[src/rtl/timer_contagem.sv]
// -----------------------------------------------------------------------------
// timer_contagem
//
// Microwave timer countdown register. Keyed BCD digits are shifted into a
// 4-digit MM:SS register from the right. While enabled, the register counts
// down one second per 1 Hz tick. A one-cycle done pulse marks a countdown that
// arrives at 00:00.
//
// Ports:
//   clk100      in   system clock, all state changes on its rising edge
//   clearn      in   asynchronous active-low reset
//   D[3:0]      in   BCD digit from the keypad encoder, valid while loadn=0
//   loadn       in   active-low digit strobe, one clk100 cycle per keypress
//   pgt_1Hz     in   single-cycle pulse once per second, synchronous to clk100
//   enablen     in   active-low count enable (0 = running, 1 = entry/paused)
//   sec_ones    out  BCD seconds units
//   sec_tens    out  BCD seconds tens
//   min_ones    out  BCD minutes units
//   min_tens    out  BCD minutes tens
//   zero        out  1 when all four digits are 0 (combinational)
//   done        out  registered one-cycle pulse on countdown arrival at 00:00
//   o_dbg_state out  current FSM state (0 = ENTRY, 1 = RUN)
//
// Keypad handshake: there is no ready/back-pressure. A digit transfer happens
// on every rising clk100 edge where loadn=0, the FSM is in ENTRY and
// D <= DIGIT_MAX. A strobe that does not meet those conditions is dropped.
// -----------------------------------------------------------------------------
module timer_contagem #(
   parameter int unsigned SEC_TENS_MAX = 5,
   parameter int unsigned DIGIT_MAX    = 9
) (
   input  logic       clk100,
   input  logic       clearn,
   input  logic [3:0] D,
   input  logic       loadn,
   input  logic       pgt_1Hz,
   input  logic       enablen,
   output logic [3:0] sec_ones,
   output logic [3:0] sec_tens,
   output logic [3:0] min_ones,
   output logic [3:0] min_tens,
   output logic       zero,
   output logic       done,
   output logic       o_dbg_state
);

   localparam logic [3:0] L_SEC_TENS_MAX = 4'(SEC_TENS_MAX);
   localparam logic [3:0] L_DIGIT_MAX    = 4'(DIGIT_MAX);

   typedef enum logic {
      ENTRY = 1'b0,
      RUN   = 1'b1
   } state_t;

   state_t     r_state;
   logic [3:0] r_sec_ones;
   logic [3:0] r_sec_tens;
   logic [3:0] r_min_ones;
   logic [3:0] r_min_tens;
   logic       r_done;

   logic       w_zero;
   logic       w_load_ok;
   logic [3:0] w_dec_sec_ones;
   logic [3:0] w_dec_sec_tens;
   logic [3:0] w_dec_min_ones;
   logic [3:0] w_dec_min_tens;

   assign w_zero = (r_sec_ones == 4'd0) && (r_sec_tens == 4'd0) &&
                   (r_min_ones == 4'd0) && (r_min_tens == 4'd0);

   assign w_load_ok = !loadn && (D <= L_DIGIT_MAX);

   // One-second decrement with borrow chain. At 00:00 the value holds, so the
   // register never wraps below zero.
   always_comb begin
      w_dec_sec_ones = r_sec_ones;
      w_dec_sec_tens = r_sec_tens;
      w_dec_min_ones = r_min_ones;
      w_dec_min_tens = r_min_tens;
      if (r_sec_ones != 4'd0) begin
         w_dec_sec_ones = r_sec_ones - 4'd1;
      end else if (r_sec_tens != 4'd0) begin
         w_dec_sec_tens = r_sec_tens - 4'd1;
         w_dec_sec_ones = L_DIGIT_MAX;
      end else if (r_min_ones != 4'd0) begin
         w_dec_min_ones = r_min_ones - 4'd1;
         w_dec_sec_tens = L_SEC_TENS_MAX;
         w_dec_sec_ones = L_DIGIT_MAX;
      end else if (r_min_tens != 4'd0) begin
         w_dec_min_tens = r_min_tens - 4'd1;
         w_dec_min_ones = L_DIGIT_MAX;
         w_dec_sec_tens = L_SEC_TENS_MAX;
         w_dec_sec_ones = L_DIGIT_MAX;
      end
   end

   always_ff @(posedge clk100 or negedge clearn) begin
      if (!clearn) begin
         r_state    <= ENTRY;
         r_sec_ones <= 4'd0;
         r_sec_tens <= 4'd0;
         r_min_ones <= 4'd0;
         r_min_tens <= 4'd0;
         r_done     <= 1'b0;
      end else begin
         r_done <= 1'b0;
         case (r_state)
            ENTRY: begin
               // Shift the new digit in from the right; old min_tens drops out.
               if (w_load_ok) begin
                  r_min_tens <= r_min_ones;
                  r_min_ones <= r_sec_tens;
                  r_sec_tens <= r_sec_ones;
                  r_sec_ones <= D;
               end
               // The start decision uses the value before any load on this
               // edge, and a tick on this edge is not counted.
               if (!enablen && !w_zero) begin
                  r_state <= RUN;
               end
            end
            RUN: begin
               if (w_zero) begin
                  // Only a decrement can bring RUN to 00:00, so this is always
                  // a countdown arrival: finish and pulse done.
                  r_state <= ENTRY;
                  r_done  <= 1'b1;
               end else begin
                  // A tick on the same edge that enablen rises still counts.
                  if (pgt_1Hz) begin
                     r_sec_ones <= w_dec_sec_ones;
                     r_sec_tens <= w_dec_sec_tens;
                     r_min_ones <= w_dec_min_ones;
                     r_min_tens <= w_dec_min_tens;
                  end
                  if (enablen) begin
                     r_state <= ENTRY;
                  end
               end
            end
            default: r_state <= ENTRY;
         endcase
      end
   end

   assign sec_ones    = r_sec_ones;
   assign sec_tens    = r_sec_tens;
   assign min_ones    = r_min_ones;
   assign min_tens    = r_min_tens;
   assign zero        = w_zero;
   assign done        = r_done;
   assign o_dbg_state = r_state;

endmodule

[config.mk]
export PLATFORM = sky130hd
export DESIGN_NAME = timer_contagem
export DESIGN_NICKNAME = d
export VERILOG_FILES = /design/src/rtl/timer_contagem.sv
export SDC_FILE = /design/constraint.sdc
export NUM_CORES = 1
export LEC_CHECK = 0
export ABC_AREA = 1
export CORE_UTILIZATION = 40
export CTS_CLUSTER_DIAMETER = 80
export CTS_CLUSTER_SIZE = 30
export DETAILED_ROUTE_END_ITERATION = 16
export PLACE_DENSITY_LB_ADDON = 0.15
export SLEW_MARGIN = 20
export SYNTH_ARGS = -nofsm -noshare
export SYNTH_HDL_FRONTEND = slang
export SYNTH_SLANG_ARGS = --single-unit
export TNS_END_PERCENT = 100
[constraint.sdc]
create_clock -name clk100 -period 1.8 [get_ports clk100]
set_clock_uncertainty 0.1 [all_clocks]
set_input_delay 0.36 -clock clk100 [delete_from_list [all_inputs] [get_ports clk100]]
set_output_delay 0.36 -clock clk100 [all_outputs]
set_load 0.02 [all_outputs]
==> flow_metrics.env <==
export IMPL_status="complete, but fails checks"
export IMPL_violations="setup timing"
export IMPL_power_leakage_uw=0.0008839
export IMPL_ys_seq_elements=18
export IMPL_period_share=1.043
export IMPL_cts_buffer_depth=2
export IMPL_grt_max_degree=19
export IMPL_yosysWarnings=0
export IMPL_grt_pass1_wl_mm=5.368
export IMPL_cts_root_buffer="clkbuf_4"
export IMPL_async_flop_share=1.000
export IMPL_htree_levels=1
export IMPL_grt_use_total=0.2156
export IMPL_core_area_um2=2781
export IMPL_cts_tree="yes"
export IMPL_clk_pin_slew_ns=0.10
export IMPL_num_antenna_cells=0
export IMPL_fillers=272
export IMPL_synth_edf_count=0
export IMPL_antenna_found_initial=0
export IMPL_io_pins=28
export IMPL_fin_hold_ws_ns=0.2895
export IMPL_post_synth_cell_area_avg_um2=7.314
export IMPL_wl_mm=3.036
export IMPL_core_rowCount=19
export IMPL_io_buffers=27
export IMPL_setup_viol=1
export IMPL_numCtsBuffers=3
export IMPL_worstMarginPinSlew_ns=0.4507
export IMPL_fp_dieArea_um2=3184
export IMPL_die_h_um=56.43
export IMPL_drv_cap=0
export IMPL_path_cells="nor2_4 -> nand2_4 -> nor4_4 -> buf_4"
export IMPL_drive_above_1_share=0.2347
export IMPL_via_per_inst=5.107
export IMPL_period_minus_slack_ns=1.877
export IMPL_gp_congestion=0.8635
export IMPL_crit_type="reg -> out"
export IMPL_tns_ns=-0.07741
export IMPL_initial_core_util=0.4260
export IMPL_cp_slowest_cell="dfrtp_1"
export IMPL_synth_commonest_cells="53 x nand2_1, 19 x o21ai_0, 18 x dfrtp_1"
export IMPL_critPathBufInv=1
export IMPL_dpl_cell_area_um2=1662
export IMPL_timing_fmax_ghz=0.5326
export IMPL_rsz0062_at_grt="true"
export IMPL_crit_fanout=3
export IMPL_finalInstanceArea_um2=1674
export IMPL_vias=1246
export IMPL_cp_slowest_stage_delay_ns=0.42
export IMPL_synth_area_um2=1185
export IMPL_cts_sinks=18
export IMPL_relSlewSlack=0.6992
export IMPL_place_ws_ns=-0.3139
export IMPL_path_delay_family="simple AND/OR/NAND/NOR gates"
export IMPL_grt_pass1_vias=1235
export IMPL_fin_cells=244
export IMPL_placed_cells=240
export IMPL_grt_ovfl_total=0
export IMPL_fin_ws_ns=-0.07741
export IMPL_yosysSeqAreaShare=0.3801
export IMPL_insertion_delay_ns=0.29
export IMPL_synth_top_cell_by_area="dfrtp_1"
export IMPL_synth_distinct_cells=26
export IMPL_synth_most_common_cell="nand2_1"
export IMPL_syn2layout_area_growth_pct=41.29
export IMPL_slew_violations=0
export IMPL_drc=0
export IMPL_r2r_slack_ns=0.20
export IMPL_dp_hpwl_mm=2.393
export IMPL_drtIter0Drc=38
export IMPL_synth_top_area_frac=0.3801
export IMPL_fin_nets=226
export IMPL_wl_per_cell_um=12.44
export IMPL_power_density_nw_per_um2=1547
export IMPL_first_pass_iters=4
export IMPL_syn_nets=173
export IMPL_synthCells=162
export IMPL_endpoint_kind="output pin"
export IMPL_worstPathArrival_ns=1.42
export IMPL_hold_path_class="in -> async"
export IMPL_critPathRequiredTime_ns=1.34
export IMPL_die_x_um=56.43
export IMPL_final_antenna_net_count=0
export IMPL_cp_start_kind="register"
export IMPL_ir_worst_vdd_v=0.0009803
export IMPL_synthTopCellsByArea="dfrtp_1 38%, nand2_1 17%, o21ai_0 8.0%, inv_1 4.4%, nor2_1 4.1%"
export IMPL_synth_flop_cell="dfrtp_1"
export IMPL_finalHoldViolCount=0
-- sequential cells by signal, indices dropped and copies added, names as in the netlist --
name and cells:
sec_tens 4, sec_ones 4, o_dbg_state 1, done 1
min_ones 4, min_tens 4
-- path summary, 6_finish.rpt --
path | startpoint | endpoint | depth (start not counted)
max | min_ones[1] | zero | 4
max in group asynchronous | clearn | o_dbg_state | 2
min reg2reg | min_tens[0] | min_tens[0] | 3
min | clearn | sec_tens[1] | 2
min in group clk100 | min_tens[0] | min_tens[0] | 3
max reg2reg | sec_tens[3] | min_tens[2] | 9
-- kinds of logic (layout without fill, tap and decap cells) --
logic type	count (synthesis)	count (layout)	synth area share
AOI/OAI and AO/OA	31	31	0.1404
buffers and inverters	18	69	0.06652
xor gates and xnor gates	2	2	0.01479
DFF	18	18	0.3801
and+or+nand+nor	91	91	0.3770
adders and majority gates	2	2	0.02112
-- placed cells by master (no fill, tap or decap), drive strengths merged --
master,synthesis,routed
nor4,1,1
nand2,62,62
a21oi,5,5
buf,2,25
nand4,1,1
clkdlybuf4s50,0,9
dlygate4sd2,0,17
inv,15,15
o21ai,21,21
nor2,18,18
ha,2,2
a31oi,1,1
dfrtp,18,18
xor2,2,2
clkbuf,1,3
nand3,9,9
a22oi,1,1
o22ai,3,3
-- layout make-up --
type,instances,area (µm²),share of cell area
clock buffer,3,22.52,0.01345
tap,31,38.79,0.02317
sequential,18,451.7,0.2698
inverter,15,58.81,0.03513
multi-input combinational,126,675.6,0.4036
timing repair buffer,51,426.7,0.2549
-- through the flow --
| stage | total power, µW | util |
|---|---|---|
| 2_1_floorplan | 1670 | - |
| 3_3_place_gp | 2438 | 0.5974 |
| 3_5_place_dp | 2488 | 0.5974 |
| 4_1_cts | 2607 | 0.6019 |
| 5_1_grt | 2816 | 0.6019 |
| 6_report | 2591 | 0.6019 |
-- metal layers --
layer / up-vias / track usage / wire length (µm)
met5: - / 0 / 0
met4: 0 / 0.1010 / 68
met3: 10 / 0.02535 / 128
met2: 44 / 0.3597 / 1522
met1: 567 / 0.2766 / 1316
li1: 625 / - / -
-- report_power, final --
group / total, µW / leakage (µW) / internal, µW / switching, µW
clock network: 202 / 0.0000138 / 77.8 / 124
logic: 1730 / 0.000643 / 734 / 996
registers: 658 / 0.000227 / 554 / 105
total: 2590 / 0.000884 / 1370 / 1220
-- repair_timing --
item,in CTS,in global routing
hold buffers,0,0
setup endpoints to repair,18,1
buffers inserted,1,0
pin swaps,2,1
gates resized for setup,25,0
Power figures use the tool's default switching activity.
